===== config.mk =====
export PLATFORM = sky130hd
export DESIGN_NAME = serial_comparator_fsm
export DESIGN_NICKNAME = d
export VERILOG_FILES = /design/src/rtl/serial_comparator_fsm_pkg.sv /design/src/rtl/comparator_1bit_struct.sv /design/src/rtl/serial_comparator_fsm.sv
export SDC_FILE = /design/constraint.sdc
export NUM_CORES = 1
export LEC_CHECK = 0
export BUFFER_PORTS_ARGS = -buffer_cell sky130_fd_sc_hd__buf_4
export CAP_MARGIN = 20
export CORE_AREA = 2 2 74 76
export CTS_CLUSTER_DIAMETER = 80
export DETAILED_ROUTE_END_ITERATION = 12
export DIE_AREA = 0 0 76 78
export PLACE_DENSITY_LB_ADDON = 0.3
export SLEW_MARGIN = 25
export SYNTH_ARGS = -nofsm -noshare
export SYNTH_HDL_FRONTEND = slang
export SYNTH_SLANG_ARGS = --single-unit

===== constraint.sdc =====
create_clock -name clk -period 1.8 [get_ports clk]
set_input_delay 0.18 -clock clk [delete_from_list [all_inputs] [get_ports clk]]
set_output_delay 0.18 -clock clk [all_outputs]
set_load 0.05 [all_outputs]

===== src/rtl/serial_comparator_fsm_pkg.sv =====
// Shared definitions for the serial magnitude comparator.
//   WIDTH_DEFAULT : default operand width
//   IDLE/COMPARE/DONE : state encodings, also exposed as the state_e enum
package serial_comparator_fsm_pkg;

  localparam int WIDTH_DEFAULT = 8;

  localparam logic [1:0] IDLE    = 2'd0;
  localparam logic [1:0] COMPARE = 2'd1;
  localparam logic [1:0] DONE    = 2'd2;

  typedef enum logic [1:0] {
    ST_IDLE    = IDLE,
    ST_COMPARE = COMPARE,
    ST_DONE    = DONE
  } state_e;

endpackage


===== src/rtl/comparator_1bit_struct.sv =====
// Gate-level 1-bit magnitude comparator.
//   a, b : input bits
//   gt   : a > b
//   lt   : a < b
//   eq   : a == b
module comparator_1bit_struct (
  input  logic a,
  input  logic b,
  output logic gt,
  output logic lt,
  output logic eq
);

  logic a_n;
  logic b_n;

  not u_inv_a (a_n, a);
  not u_inv_b (b_n, b);
  and u_gt    (gt, a, b_n);
  and u_lt    (lt, a_n, b);
  nor u_eq    (eq, gt, lt);

endmodule


===== src/rtl/serial_comparator_fsm.sv =====
// Serial MSB-first unsigned comparator. Operands are captured on an accepted
// start and compared one bit per cycle, terminating at the first differing bit.
//   clk, rst        : clock, asynchronous active-high reset
//   start           : one-cycle compare request (honoured only in IDLE)
//   a, b            : operands, sampled on acceptance
//   busy            : comparison in progress
//   done            : one-cycle pulse, results valid
//   a_maior_que_b   : a > b  (held until next accepted start)
//   a_menor_que_b   : a < b
//   a_igual_b       : a == b
//
// state    | meaning
// ---------+-------------------------------------------------
// IDLE     | waiting for start; results hold last outcome
// COMPARE  | one MSB pair examined per cycle
// DONE     | done pulse; returns to IDLE
module serial_comparator_fsm
  import serial_comparator_fsm_pkg::*;
#(
  parameter int WIDTH = WIDTH_DEFAULT
) (
  input  logic             clk,
  input  logic             rst,
  input  logic             start,
  input  logic [WIDTH-1:0] a,
  input  logic [WIDTH-1:0] b,
  output logic             busy,
  output logic             done,
  output logic             a_maior_que_b,
  output logic             a_menor_que_b,
  output logic             a_igual_b
);

  localparam int CNT_W = $clog2(WIDTH);

  state_e           state_q, state_d;
  logic [WIDTH-1:0] sh_a_q, sh_a_d;
  logic [WIDTH-1:0] sh_b_q, sh_b_d;
  logic [CNT_W-1:0] cnt_q, cnt_d;
  logic             gt_q, gt_d;
  logic             lt_q, lt_d;
  logic             eq_q, eq_d;

  logic bit_gt;
  logic bit_lt;
  logic bit_eq;

  comparator_1bit_struct u_cmp (
    .a  (sh_a_q[WIDTH-1]),
    .b  (sh_b_q[WIDTH-1]),
    .gt (bit_gt),
    .lt (bit_lt),
    .eq (bit_eq)
  );

  always_comb begin
    state_d = state_q;
    sh_a_d  = sh_a_q;
    sh_b_d  = sh_b_q;
    cnt_d   = cnt_q;
    gt_d    = gt_q;
    lt_d    = lt_q;
    eq_d    = eq_q;

    case (state_q)
      ST_IDLE: begin
        if (start) begin
          sh_a_d  = a;
          sh_b_d  = b;
          cnt_d   = CNT_W'(WIDTH - 1);
          gt_d    = 1'b0;
          lt_d    = 1'b0;
          eq_d    = 1'b0;
          state_d = ST_COMPARE;
        end
      end
      ST_COMPARE: begin
        // The first differing MSB decides; remaining bits are never examined.
        if (bit_gt) begin
          gt_d    = 1'b1;
          state_d = ST_DONE;
        end else if (bit_lt) begin
          lt_d    = 1'b1;
          state_d = ST_DONE;
        end else if (bit_eq) begin
          if (cnt_q != '0) begin
            sh_a_d = {sh_a_q[WIDTH-2:0], 1'b0};
            sh_b_d = {sh_b_q[WIDTH-2:0], 1'b0};
            cnt_d  = cnt_q - 1'b1;
          end else begin
            eq_d    = 1'b1;
            state_d = ST_DONE;
          end
        end
      end
      ST_DONE: begin
        state_d = ST_IDLE;
      end
      default: begin
        state_d = ST_IDLE;
      end
    endcase
  end

  always_ff @(posedge clk or posedge rst) begin
    if (rst) begin
      state_q <= ST_IDLE;
      sh_a_q  <= '0;
      sh_b_q  <= '0;
      cnt_q   <= '0;
      gt_q    <= 1'b0;
      lt_q    <= 1'b0;
      eq_q    <= 1'b0;
    end else begin
      state_q <= state_d;
      sh_a_q  <= sh_a_d;
      sh_b_q  <= sh_b_d;
      cnt_q   <= cnt_d;
      gt_q    <= gt_d;
      lt_q    <= lt_d;
      eq_q    <= eq_d;
    end
  end

  assign busy          = (state_q == ST_COMPARE);
  assign done          = (state_q == ST_DONE);
  assign a_maior_que_b = gt_q;
  assign a_menor_que_b = lt_q;
  assign a_igual_b     = eq_q;

endmodule


==> results of run 1 <==
layer usage:
layer	vias to the layer above	part of all wire
met3	5	0.038
li1	442	-
met2	21	0.51
met4	0	0.024
met1	435	0.43
met5	-	0
cell usage after synthesis:
cell type | number | area [sq um]
a21oi_1 | 6 | 30.0
o22a_1 | 1 | 8.76
o21ba_2 | 1 | 10.0
o21bai_1 | 1 | 7.51
a31oi_1 | 2 | 12.5
nand2b_4 | 1 | 13.8
or2_2 | 1 | 6.26
mux2_4 | 4 | 60.1
nand4_1 | 2 | 12.5
a211oi_1 | 1 | 7.51
a311oi_1 | 1 | 8.76
nand2b_1 | 1 | 6.26
nand3b_1 | 1 | 7.51
nor3b_1 | 1 | 7.51
buf_2 | 1 | 5.00
a32o_1 | 1 | 10.0
buf_6 | 3 | 33.8
nor2_1 | 6 | 22.5
ha_1 | 5 | 62.6
or3_1 | 1 | 6.26
mux2i_1 | 4 | 40.0
inv_2 | 1 | 3.75
o211a_1 | 1 | 10.0
or3b_1 | 1 | 8.76
mux2_2 | 21 | 236
dfrtp_1 | 24 | 601
nor2b_1 | 1 | 6.26
buf_8 | 1 | 15.0
inv_1 | 10 | 37.5
o21ai_0 | 2 | 10.0
flip-flops by register name, indices dropped and copies added, names as in the netlist:
name,cells
sh_b_q,8
a_igual_b,1
state_q,2
a_maior_que_b,1
a_menor_que_b,1
cnt_q,3
sh_a_q,8
worst paths after layout:
kind	slack [ns]	end	depth (start not counted)	from
max	0.01	cnt_q[0]	4	sh_a_q[7]
min	0.15	state_q[0]	2	start
max reg2reg	0.01	cnt_q[0]	4	sh_a_q[7]
min reg2reg	0.51	sh_a_q[4]	1	sh_a_q[4]
max in group asynchronous	1.06	cnt_q[2]	4	rst
min in group asynchronous	0.51	sh_a_q[3]	4	rst
worst max-delay path, stage by stage, from the launching register on:
cell,delay [ns]
dfrtp_1,0.43
ha_4,0.28
or3b_4,0.37
or3_4,0.34
mux2_4,0.26
power groups by stage:
stage          Combinational (mW)  Sequential [mW]  Clock (mW)
2_1_floorplan                1.26            0.922           0
3_3_place_gp                 1.58            0.938           0
3_5_place_dp                 1.62            0.949           0
4_1_cts                      1.64            0.939       0.385
5_1_grt                      1.86            0.971       0.410
6_report                     1.72            0.947       0.369
final cells by class:
cell class              count  share of cell area
well taps                  70              0.0512
clock buffers               4              0.0322
inverters                  11              0.0242
repair buffers             35               0.165
multi-input cells          67               0.376
flip-flops and latches     24               0.351
stage by stage:
step	hold slack [ns]	utilization	cells	TNS (ns)	area [sq um]
final	0.147	0.339	211	0	1710
after global routing	0.151	0.339	211	-0.0715	1710
after CTS	0.144	0.332	210	0	1670
after detailed placement	0.263	0.318	205	-0.0800	1600
after global placement	0.248	0.318	205	0	1600
after floorplan	0.195	-	107	0	1310
logic make-up (layout without fill, tap and decap cells):
family          count (synthesis)  count (layout)  synth area share
simple gates                   16              16            0.0747
buf+inv                        16              50            0.0727
mux                            29              29             0.257
fa+ha+maj                       5               5            0.0478
flops                          24              24             0.459
compound gates                 17              17            0.0880
timing repair:
item                                    CTS  global route
pin swaps                                 1             2
resized for setup                         1             7
cloned                                    0             0
hold endpoints to repair                 24             0
hold buffers                              1             0
setup buffers                             0             1
endpoints found under the setup margin   12            13
==> flow_summary_export.csv, run 1 <==
group,metric,value,unit
global_routing,track_usage,0.0937,
global_routing,grt_pass1_wl,4.36,mm
floorplan,initial_core_util,0.259,
setup_path,crit_path_start_kind,"register",
timing,skew,0.00136,ns
global_routing,use_met3,0.0174,
synthesis,synth_seq_cells,24,
global_routing,grt_pass1_vias,1011,
setup_path,path_class,"register to register",
pwr,power_frac_seq,0.312,
floorplan,die_area,5930,sq um
detailed_routing,routed_via_density,4.28,
detailed_routing,dr.pass1.iters,4,
placement,portBuffers,23,
detailed_routing,finalWirelength,2.63,mm
global_routing,grt_start_max_net_pins,25,
clocking,ctsRootBufferMaster,"clkbuf_8",
floorplan,fp.dieH,78,um
detailed_routing,drtAntennaViolNets,0,
pwr,power_density,1780,nW/um^2
floorplan,num_io_pins,24,
synthesis,seq_area_frac_synth,0.459,
global_routing,antenna_found_initial,0,
synthesis,ys_warn_count,0,
pwr,pwr-share-comb,0.566,
timing,setup_ws,0.0124,ns
detailed_routing,drc_errors,0,
cells_and_area,drive_gt1_frac,0.518,
placement,finalWeightedCongestion,0.731,
clocking,clk_latency,0.27,ns
worst_hold_path,hold_path_class,"input port to register",
cells_and_area,synthToLayoutAreaGrowth,30.7,%
clocking,cts_htree_levels,1,
cells_and_area,final_common_cell,"buf_4",
pwr,power,3.04,mW
floorplan,core,5040,sq um
synthesis,syn_avg_cell_area,12.2,sq um
timing,fin_crit,1.79,ns
clocking,clk_pin_slew,0.08,ns
placement,pre_cts_ws,-0.0241,ns
floorplan,die_x,76,um
timing,relSlewSlack,0.798,
global_routing,use_met2,0.171,
global_routing,met1_usage,0.101,
pwr,leakage,0.799,nW
timing,slew_violations,0,
status,outcome,"complete, no violations",
cells_and_area,fillers,511,
timing,hold_viol_final,0,
timing,rsz0062_at_grt,"yes",
synthesis,yosysUniqueCellTypes,30,
pwr,p_sw_frac,0.349,
setup_path,endpoint_kind,"register",
timing,worstMarginPinSlew,0.303,ns
clocking,clock_sinks,24,
detailed_routing,detail_route.wl_per_cell,12.5,um
pwr,irDropWorstVdd,0.729,mV
synthesis,synth_area,1310,sq um
floorplan,rows,26,
pwr,switchingPower,1.06,mW
placement,hpwlAfterDp,2.01,mm
synthesis,synth_nets,131,
global_routing,top_usage_layer,"met2",
cells_and_area,layout.nets,166,
timing,setup_viol,0,
clocking,cts_inserted_buffers,3,
cells_and_area,multiInputGateArea,643,sq um
cells_and_area,regArea,601,sq um
synthesis,syn_inst,107,
clocking,cts_tree,"built",
timing,max_clock_freq,559,MHz
clocking,clock_tree.buffer_depth,2,
detailed_routing,drtIter0Drc,37,
job,maxCapViolations,0,
setup_path,cp.arrival,1.95,ns
pwr,p_clk_frac,0.122,
setup_path,crit_required,1.96,ns
detailed_routing,via_count,903,
setup_path,cp_max_fo,3,
timing,fin_crit_sh,0.993,
cells_and_area,n_antenna_cell,0,
cells_and_area,layout_common_cells,"buf_4, dfrtp_1, mux2_2",
global_routing,grt_overflow_total,0,
pwr,internal_power,1.98,mW
No activity file was read; power rests on OpenSTA's default activity.
==> run 2, diff against run 1 <==
PLACE_DENSITY_LB_ADDON = unset   (was 0.3)
REMOVE_ABC_BUFFERS = 1   (was unset)
==> run 2 against run 1 <==
Against the previous run:
- power increased by 3.4%
- clock power increased by 3%
- first-iteration DRC count decreased by 43%
- global-route usage decreased by 0.43 points
- sequential power about the same
- via count increased by 0.44%
- largest cell class unchanged
==> flow_summary_export.csv, run 2 (same netlist as run 1, synthesis figures left out) <==
group,metric,value,unit
status,outcome,"complete, no violations",
pwr,pwr-share-comb,0.577,
cells_and_area,layout_common_cells,"buf_4, dfrtp_1, mux2_2",
timing,relSlewSlack,0.790,
job,maxCapViolations,0,
cells_and_area,regArea,601,sq um
clocking,clock_sinks,24,
worst_hold_path,hp-start,"start",
setup_path,rr_endpoint,"cnt_q[0]",
setup_path,slowest_delay,0.44,ns
detailed_routing,dr.pass1.iters,2,
global_routing,antenna_found_initial,0,
clocking,clock_tree.buffer_depth,2,
worst_hold_path,hold_path_class,"input port to register",
clocking,ctsRootBufferMaster,"clkbuf_8",
cells_and_area,n_antenna_cell,0,
placement,dpl_cell_area,1560,sq um
setup_path,cp.arrival,1.96,ns
pwr,power_frac_seq,0.302,
pwr,p_sw_frac,0.348,
worst_hold_path,holdPathEnd,"state_q[0]",
pwr,p_clk_frac,0.121,
setup_path,endpoint_kind,"register",
pwr,internal_power,2.05,mW
pwr,power,3.14,mW
setup_path,worst_path_max_delay_cell,"dfrtp_1",
clocking,cts_htree_levels,1,
timing,rsz0062_at_grt,"yes",
global_routing,grt_start_max_net_pins,25,
cells_and_area,multiInputGateArea,667,sq um
cells_and_area,fillers,521,
global_routing,grt_pass1_wl,4.34,mm
floorplan,fp.dieH,78,um
cells_and_area,design_area,1720,sq um
setup_path,crit-reg2reg-launch,"sh_a_q[7]",
timing,fin_crit,1.80,ns
cells_and_area,layout.nets,166,
clocking,clk_latency,0.27,ns
timing,fin_crit_sh,0.998,
detailed_routing,drtAntennaViolNets,0,
timing,setup_viol,0,
clocking,cts_tree,"built",
global_routing,grt_overflow_total,0,
setup_path,crit_buf_inv,0,
pwr,power_density,1820,nW/um^2
setup_path,path_delay_family,"simple AND/OR/NAND/NOR gates",
floorplan,rows,26,
pwr,irDropWorstVdd,0.640,mV
detailed_routing,finalWirelength,2.57,mm
cells_and_area,drive_gt1_frac,0.525,
pwr,switchingPower,1.09,mW
setup_path,crit_chain,"ha_4 -> or3b_4 -> or3_4 -> mux2_4",
setup_path,cp_max_fo,3,
setup_path,ff2ff_setup_slack,0.003,ns
detailed_routing,routed_via_density,4.30,
detailed_routing,drtIter0Drc,21,
timing,max_clock_freq,557,MHz
cells_and_area,synthToLayoutAreaGrowth,31.9,%
setup_path,crit_path_start_kind,"register",
detailed_routing,via_count,907,
clocking,cts_inserted_buffers,3,
global_routing,grt_pass1_vias,960,
cells_and_area,largestRegisters,"sh_a_q (8), sh_b_q (8), cnt_q (3)",
placement,finalWeightedCongestion,0.740,
floorplan,initial_core_util,0.259,
pwr,leakage,0.807,nW
floorplan,core,5040,sq um
clocking,clk_pin_slew,0.09,ns
timing,skew,0.00308,ns
floorplan,die_x,76,um
floorplan,num_io_pins,24,
placement,portBuffers,23,
detailed_routing,detail_route.wl_per_cell,12.2,um
timing,hold_viol_final,0,
global_routing,track_usage,0.0894,
setup_path,crit_required,1.97,ns
timing,slew_violations,0,
detailed_routing,drc_errors,0,
setup_path,path_class,"register to register",
setup_path,reg2reg_depth,4,
floorplan,die_area,5930,sq um
timing,worstMarginPinSlew,0.315,ns
worst_hold_path,min_path_cells,2,
cells_and_area,final_common_cell,"buf_4",
placement,hpwlAfterDp,1.86,mm
## run 2: final cells by class
class | instances | area share
multi-input cells | 67 | 0.387
flip-flops and latches | 24 | 0.348
repair buffers | 35 | 0.158
well taps | 70 | 0.0508
clock buffers | 4 | 0.0319
inverters | 11 | 0.0239
## run 2: per-stage QoR
stage	std cells	setup slack [ns]	util	hold WS, ns	setup TNS [ns]
finish	211	0.00334	0.342	0.141	0
global route	211	-0.0271	0.342	0.137	-0.0302
CTS	206	0.00770	0.322	0.135	0
detailed placement	201	0.0208	0.309	0.263	0
global placement	201	0.0518	0.309	0.254	0
floorplan	102	-0.173	-	0.195	-1.87
## run 2: power groups by stage
stage / logic [mW] / clock network (mW) / registers, mW
floorplan: 1.09 / 0 / 0.941
global placement: 1.47 / 0 / 0.933
detailed placement: 1.50 / 0 / 0.948
CTS: 1.51 / 0.391 / 0.940
global route: 1.98 / 0.413 / 0.984
finish: 1.81 / 0.379 / 0.948
## run 2: repair_timing
item | CTS | global route
endpoints found under the setup margin | 0 | 14
gates resized for setup | 0 | 16
buffers inserted | 0 | 4
hold buffers | 1 | 0
endpoints found under the hold margin | 24 | 0
## run 2: how the worst max path moves through the flow
stage,cells after the start,slack [ns],to,from
floorplan,5,-0.17,sh_a_q[1],sh_b_q[7]
global placement,5,0.05,cnt_q[0],sh_b_q[7]
detailed placement,5,0.02,cnt_q[0],sh_a_q[7]
CTS,5,0.008,cnt_q[0],sh_b_q[7]
global route,4,-0.03,cnt_q[0],sh_a_q[7]
finish,4,0.003,cnt_q[0],sh_a_q[7]
## run 2: layer usage
| layer | part of all wire | vias up | track usage | routed length, um |
|---|---|---|---|---|
| met5 | 0 | - | 0 | 0 |
| met4 | 0.015 | 0 | 0.0327 | 38 |
| met3 | 0.030 | 3 | 0.0151 | 78 |
| met2 | 0.50 | 18 | 0.157 | 1280 |
| met1 | 0.46 | 445 | 0.110 | 1180 |
| li1 | - | 441 | - | - |
